<file path="src/rtl/encoder_apb_arbiter.sv">
// Round-robin APB read master sharing the encoder's APB slave port between NREQ requesters.
// One transfer at a time; the winner gets prdata/pslverr back with a one-cycle done pulse.
//
// state    | meaning
// ---------+---------------------------------------------------------------
// S_IDLE   | bus idle; pick the next eligible requester round-robin
// S_SETUP  | APB setup phase (psel=1, penable=0), wait counter cleared
// S_ACCESS | APB access phase; wait for pready or the wait-state watchdog
module encoder_apb_arbiter #(
  parameter int NREQ    = 2,
  parameter int TIMEOUT = 16
) (
  input  logic              pclk,
  input  logic              preset,
  input  logic [NREQ-1:0]   req,
  input  logic [NREQ*8-1:0] req_addr,
  output logic [NREQ-1:0]   gnt,
  output logic [NREQ-1:0]   done,
  output logic [7:0]        rsp_data,
  output logic              rsp_err,
  output logic              busy,
  output logic              psel,
  output logic              penable,
  output logic              pwrite,
  output logic [7:0]        paddr,
  input  logic [7:0]        prdata,
  input  logic              pready,
  input  logic              pslverr
);

  localparam int LW = (NREQ > 1) ? $clog2(NREQ) : 1;
  localparam int CW = (TIMEOUT > 0) ? $clog2(TIMEOUT + 1) : 1;
  localparam logic [CW-1:0] TO_CNT = CW'(TIMEOUT);
  localparam logic [LW-1:0] LAST_RST = LW'(NREQ - 1);

  typedef enum logic [1:0] {
    S_IDLE,
    S_SETUP,
    S_ACCESS
  } state_t;

  state_t          state, state_nxt;
  logic [LW-1:0]   last, last_nxt;
  logic [CW-1:0]   wait_cnt, wait_cnt_nxt, wait_cnt_inc;
  logic [NREQ-1:0] gnt_nxt, done_nxt;
  logic [7:0]      rsp_data_nxt, paddr_nxt;
  logic            rsp_err_nxt, busy_nxt, psel_nxt, penable_nxt;

  logic [NREQ-1:0] elig;
  logic            found;
  logic [LW-1:0]   pick, cand;

  // read-only master
  assign pwrite = 1'b0;

  // Round-robin search upward from last+1; the requester finishing this cycle sits out.
  always_comb begin
    elig  = req & ~done;
    found = 1'b0;
    pick  = last;
    cand  = '0;
    for (int k = 1; k <= NREQ; k++) begin
      cand = LW'((int'(last) + k) % NREQ);
      if (!found && elig[cand]) begin
        found = 1'b1;
        pick  = cand;
      end
    end
  end

  assign wait_cnt_inc = wait_cnt + 1'b1;

  always_comb begin
    state_nxt    = state;
    last_nxt     = last;
    wait_cnt_nxt = wait_cnt;
    gnt_nxt      = gnt;
    done_nxt     = '0;
    rsp_data_nxt = rsp_data;
    rsp_err_nxt  = rsp_err;
    paddr_nxt    = paddr;
    psel_nxt     = psel;
    penable_nxt  = penable;
    busy_nxt     = busy;

    case (state)
      S_IDLE: begin
        psel_nxt    = 1'b0;
        penable_nxt = 1'b0;
        busy_nxt    = 1'b0;
        gnt_nxt     = '0;
        if (found) begin
          gnt_nxt       = '0;
          gnt_nxt[pick] = 1'b1;
          paddr_nxt     = req_addr[{pick, 3'b000} +: 8];
          last_nxt      = pick;
          psel_nxt      = 1'b1;
          busy_nxt      = 1'b1;
          state_nxt     = S_SETUP;
        end
      end

      S_SETUP: begin
        penable_nxt  = 1'b1;
        wait_cnt_nxt = '0;
        state_nxt    = S_ACCESS;
      end

      S_ACCESS: begin
        if (pready) begin
          rsp_data_nxt = prdata;
          rsp_err_nxt  = pslverr;
          done_nxt     = gnt;
          gnt_nxt      = '0;
          psel_nxt     = 1'b0;
          penable_nxt  = 1'b0;
          busy_nxt     = 1'b0;
          state_nxt    = S_IDLE;
        end else begin
          wait_cnt_nxt = wait_cnt_inc;
          // watchdog: abort with error once TIMEOUT wait cycles have elapsed
          if ((TIMEOUT != 0) && (wait_cnt_inc == TO_CNT)) begin
            rsp_data_nxt = 8'h00;
            rsp_err_nxt  = 1'b1;
            done_nxt     = gnt;
            gnt_nxt      = '0;
            psel_nxt     = 1'b0;
            penable_nxt  = 1'b0;
            busy_nxt     = 1'b0;
            state_nxt    = S_IDLE;
          end
        end
      end

      default: begin
        state_nxt = S_IDLE;
      end
    endcase
  end

  always_ff @(posedge pclk or posedge preset) begin
    if (preset) begin
      state    <= S_IDLE;
      last     <= LAST_RST;
      wait_cnt <= '0;
      gnt      <= '0;
      done     <= '0;
      rsp_data <= 8'h00;
      rsp_err  <= 1'b0;
      paddr    <= 8'h00;
      psel     <= 1'b0;
      penable  <= 1'b0;
      busy     <= 1'b0;
    end else begin
      state    <= state_nxt;
      last     <= last_nxt;
      wait_cnt <= wait_cnt_nxt;
      gnt      <= gnt_nxt;
      done     <= done_nxt;
      rsp_data <= rsp_data_nxt;
      rsp_err  <= rsp_err_nxt;
      paddr    <= paddr_nxt;
      psel     <= psel_nxt;
      penable  <= penable_nxt;
      busy     <= busy_nxt;
    end
  end

endmodule

</file>
<file path="config.mk">
export PLATFORM = sky130hd
export DESIGN_NAME = encoder_apb_arbiter
export DESIGN_NICKNAME = d
export VERILOG_FILES = /design/src/rtl/encoder_apb_arbiter.sv
export SDC_FILE = /design/constraint.sdc
export NUM_CORES = 1
export LEC_CHECK = 0
export CORE_MARGIN = 3
export CORE_UTILIZATION = 50
export CTS_BUF_LIST = sky130_fd_sc_hd__clkbuf_2
export DETAILED_ROUTE_END_ITERATION = 10
export PLACE_DENSITY = 0.85
export SKIP_CTS_REPAIR_TIMING = 1
export SYNTH_ARGS = -nofsm -noshare
export SYNTH_HDL_FRONTEND = slang
export SYNTH_SLANG_ARGS = --single-unit
</file>
<file path="constraint.sdc">
create_clock -name pclk -period 3.5 [get_ports pclk]
set_input_delay 0.525 -clock pclk [delete_from_list [all_inputs] [get_ports pclk]]
set_output_delay 0.525 -clock pclk [all_outputs]
set_load 0.05 [all_outputs]
</file>
### After elaboration in Yosys (flattened, before gate mapping)

Index checks and enable logic that the tools add are counted.

* output and inout port bits: 25
* logic and storage cells: 70
* register bits: 31

* magnitude comparators: 4
* reduce and logical (&&, ||, !) cells: 14
* $add $sub $neg: 3
* eq/ne operators: 6
* multiplexer cells: 30
* bitwise logic cells: 2
* shift operators: 1

Operator list (count)
* 8-bit two-way mux: 2
* 16-bit by 5-bit indexed part select with 8-bit output: 1
* 1-bit two-way mux: 14
* 2-bit two-way mux: 7
* 2-bit AND reduction: 6
* 5-bit case mux with 2 select lines: 1
* 1-bit by 2-bit less-than comparator with 1-bit output, second input constant: 3
* 2-bit case mux with 3 select lines: 1
* 2-bit nonzero test: 3
* 5-bit by 1-bit adder with 5-bit output, second input constant: 1
* 5-bit == test, second input constant: 1
* 5-bit two-way mux: 1
* 2-bit != test, second input constant: 2
* 2-bit case mux with 2 select lines: 1
* 3-bit != test, second input constant: 1
* 1-bit case mux with 3 select lines: 1
* 3-bit nonzero test: 1
* 1-bit adder, second input constant: 2
* 2-bit AND: 1
* 2-bit by 1-bit == test with 1-bit output, second input constant: 1
* 2-bit == test, second input constant: 1
* 1-bit logical AND: 2
* 2-bit logical NOT: 1
* 2-bit inverter: 1
* other kinds (4): 4

### Depth between registers and ports, before layout

* depth after elaboration: 14
* gate-level depth with buffers: 6

### Worst setup path before layout

No wires, ideal clock.

* path kind: reg-to-reg
* from: register done[0]
* to: register gnt[1]
* arrival time: 1.426 ns
* buffers on the path: 1
* cell stages (with the launch flop): 6
* period minus slack after synthesis: 1.501 ns
* path slack: 1.999 ns
* library setup time: 0.074 ns
* cells stage by stage: dfrtp_1 nand2b_4 a211o_1 buf_6 a2bb2oi_1 o21ai_2

* word-level cells in the longest chain between the ends: 14
* elaborated cells on any way between the ends: 19

RTL lines
* start, declared: line 18 `output logic [NREQ-1:0] done,`
* start signal, assigned: line 159 `done <= done_nxt;`
* 2-bit inverter (*): line 58 `elig = req & ~done;`
* 2-bit AND (*): line 58
* 1-bit two-way mux (not written as such) (2 in a row): line 64 `if (!found && elig[cand]) begin`
* 1-bit two-way mux: line 64
* 1-bit logical NOT: line 64
* 1-bit logical AND: line 64
* 1-bit two-way mux: line 64
* 1-bit by 2-bit less-than comparator with 1-bit output (not written as such) or 1-bit >= comparator (tied branches): line 94 `gnt_nxt[pick] = 1'b1;`
* 1-bit logical AND (not written as such): line 94
* 1-bit two-way mux (not written as such): line 94
* 1-bit demux with 1-bit select: line 94
* 2-bit two-way mux (*): line 92 `if (found) begin`
* 2-bit case mux with 2 select lines (*): line 86 `case (state)`
* end signal, assigned: line 158 `gnt <= gnt_nxt;`
* end, declared: line 17 `output logic [NREQ-1:0] gnt,`

Every way passes the cells marked *; elsewhere a longest branch is shown, timed or not. The select of a mux whose other input is x is not followed.
A chain may end at the register's enable or synchronous reset.

### Final worst setup path

* from: register gnt[0]
* to: output gnt[0]

No word-level cell between the ends.

==> results.sh <==
export IMPL_outcome="finished clean"
export IMPL_dieArea_sq_mm=0.00401
export IMPL_syn_inst=159
export IMPL_cts_tree="yes"
export IMPL_cts_buffers=5
export IMPL_cts_htree_levels=2
export IMPL_fmax_mhz=469
export IMPL_grt_pass1_vias=1426
export IMPL_numPortBuffers=53
export IMPL_row_count=20
export IMPL_grt_pass1_wl_um=6510
export IMPL_min_from="last$_DFFE_PP1P_"
export IMPL_path_cells="clkdlybuf4s50_1"
export IMPL_gp_congestion=0.773
export IMPL_pwr_density_cell_mw_per_mm2=877
export IMPL_crit_family="buffers and inverters"
export IMPL_cts_root_buf="clkbuf_2"
export IMPL_rsz0062_at_grt="false"
export IMPL_cts_sinks=31
export IMPL_relSlewSlack_pct=45.2
export IMPL_path_max_fanout=4
export IMPL_drt_iter0_drc=129
export IMPL_worstHoldPathCells=2
export IMPL_r2r_start="state[0]$_DFFE_PP0P_"
export IMPL_critPathSlowestCell="clkdlybuf4s50_1"
export IMPL_ys_warn_count=0
export IMPL_path_buf_inv=1
export IMPL_worstRegToRegCells=4
export IMPL_drive_gt1_share_pct=13.9
export IMPL_drc=0
export IMPL_arrival_ns=1.61
export IMPL_internal_power_mw=0.956
export IMPL_dp_hpwl_um=2830
export IMPL_hold_viol_final=0
export IMPL_hp_class="reg -> reg"
export IMPL_dr_pass1_iters=4
export IMPL_insertion_delay_ns=0.34
export IMPL_async_flop_share_pct=100
export IMPL_initial_core_util_pct=52.9
export IMPL_period_share_pct=61.0
export IMPL_synth_flop_cell="dfrtp_1"
export IMPL_setup_violations=0
export IMPL_synth_edf_count=0
export IMPL_pwr_share_seq_pct=33.6
export IMPL_die_h_um=63.3
export IMPL_finalMaxSlewViolations=0
export IMPL_p_leak_nw=0.940
export IMPL_start_kind="flop"
export IMPL_syn_avg_cell_area_sq_um=10.3
export IMPL_rr_endpoint="gnt[0]$_DFFE_PP0P_"
export IMPL_combPwrFrac_pct=57.7
export IMPL_antenna_found_initial=0
export IMPL_dp_cells=244
export IMPL_final_cells=252
export IMPL_synth_nets=190
export IMPL_clockBufferDepth=2
export IMPL_worst_pin_slew_ns=0.821
export IMPL_route_vias_total=1340
export IMPL_grt_use_total_pct=20.8
export IMPL_layout_common_cells="53 x clkdlybuf4s50_1, 30 x dfrtp_1, 20 x nand2_1"
export IMPL_switchingPower_mw=0.955
export IMPL_min_to="last$_DFFE_PP1P_"
export IMPL_critPathKind="reg -> out"
export IMPL_peakVddDrop_mv=0.461
export IMPL_final_min_clock_period_ns=2.13
export IMPL_pin_count=55
export IMPL_fin_skew_ns=0.00633
export IMPL_syn_to_final_growth_pct=32.8
export IMPL_finalSetupTns_ns=0
export IMPL_ys_seq_area_share_pct=47.3
export IMPL_die_width_um=63.3
export IMPL_required_ns=2.97
export IMPL_clockPowerShare_pct=8.7
export IMPL_max_stage_delay_ns=0.84
export IMPL_maxCapViolations=0
export IMPL_synth_seq_cells=31
export IMPL_grt_overflow=0
export IMPL_ant_nets=0
export IMPL_swShare_pct=50.0
export IMPL_grt_max_degree=23
export IMPL_r2r_setup_slack_ns=1.65
export IMPL_wire_per_inst_um=14.9
export IMPL_core_area_sq_mm=0.00310
export IMPL_netlist_area_sq_mm=0.00164
export IMPL_routed_wl_um=3770
export IMPL_final_common_cell="clkdlybuf4s50_1"
export IMPL_synth_cell_types=40
export IMPL_num_antenna_cells=0
export IMPL_final_nets=238
export IMPL_clk_pin_slew_worst_paths_ns=0.14
export IMPL_endpoint_kind="primary output"
export IMPL_vias_per_cell=5.32
cell usage after synthesis, drive strengths merged (2+ instances only):
library cell / instances / share of area [%]
nor2: 6 / 1.8
nor3: 2 / 0.61
inv: 5 / 1.1
nand2: 20 / 4.6
a22oi: 10 / 4.6
a21oi: 4 / 1.9
nand2b: 12 / 5.0
nor2b: 3 / 1.6
mux2i: 9 / 5.5
nand4b: 2 / 1.1
buf: 12 / 5.6
dfrtp: 30 / 46
o211a: 2 / 1.2
o211ai: 3 / 1.4
o21ai: 23 / 9.3
cell families (layout without fill, tap and decap cells):
family | Yosys count | count (layout) | share of synthesized area [%]
compound gates | 50 | 50 | 22.6
simple gates | 49 | 49 | 16.7
flops | 31 | 31 | 47.3
mux | 9 | 9 | 5.49
fa+ha+maj | 1 | 1 | 0.762
other cells | 1 | 1 | 0.228
buf+inv | 18 | 67 | 6.93
registers in the layout (all words and copies together) (netlist names):
name and cells:
last 1, paddr 8, wait_cnt 5, state 2
rsp_err 1, penable 1, rsp_data 8, gnt 2
psel 1, done 2
layer usage:
metal / vias to the layer above / GRT usage [%] / part of all wire, %
met5: - / 0 / 0
met2: 37 / 36.5 / 53
met4: 0 / 6.47 / 0.66
met1: 648 / 24.8 / 41
met3: 4 / 5.53 / 5.0
li1: 651 / - / -
stage by stage:
| stage | area [sq um] | utilization, % | worst slack [ns] | total power [mW] | hold slack [ns] |
|---|---|---|---|---|---|
| floorplan | 1640 | - | 2.00 | 1.45 | 0.459 |
| global route | 2180 | 70.2 | 1.28 | 2.03 | 0.504 |
| global placement | 2140 | 69.0 | 1.41 | 1.71 | 0.469 |
| finish | 2180 | 70.2 | 1.37 | 1.91 | 0.490 |
| detailed placement | 2140 | 69.0 | 1.30 | 1.75 | 0.474 |
| CTS | 2180 | 70.2 | 1.32 | 1.92 | 0.493 |
worst register-to-register path, stage by stage, from the launching register on:
cell and delay [ns]:
dfrtp_1 0.76, a211o_1 0.57, inv_1 0.13, a22oi_1 0.21, o21ai_2 0.08
area by class of cell:
type	instances	area, sq um
multi-input combinational	110	751
inverter	5	18.8
fill	275	923
clock buffer	7	35.0
clock inverter	1	5.00
sequential	31	777
timing repair buffer	54	538
tap	44	55.1
power by group through the flow:
stage / Sequential [mW] / Combinational [mW] / Clock (mW)
2_1_floorplan: 0.960 / 0.485 / 0
3_3_place_gp: 0.634 / 1.08 / 0
3_5_place_dp: 0.645 / 1.11 / 0
4_1_cts: 0.640 / 1.11 / 0.174
5_1_grt: 0.667 / 1.17 / 0.191
6_report: 0.641 / 1.10 / 0.167
worst max-delay path by stage:
stage | cells past startpoint | slack (ns) | from | end
3_5_place_dp | 5 | 1.30 | req[0] | paddr[6]$_DFFE_PP0P_
3_3_place_gp | 5 | 1.41 | req[0] | paddr[3]$_DFFE_PP0P_
4_1_cts | 1 | 1.32 | gnt[0]$_DFFE_PP0P_ | gnt[0]
5_1_grt | 1 | 1.28 | gnt[1]$_DFFE_PP0P_ | gnt[1]
2_1_floorplan | 5 | 2.00 | done[0]$_DFF_PP0_ | gnt[1]$_DFFE_PP0P_
6_report | 1 | 1.37 | gnt[0]$_DFFE_PP0P_ | gnt[0]
(Power assumes the default switching activity.)
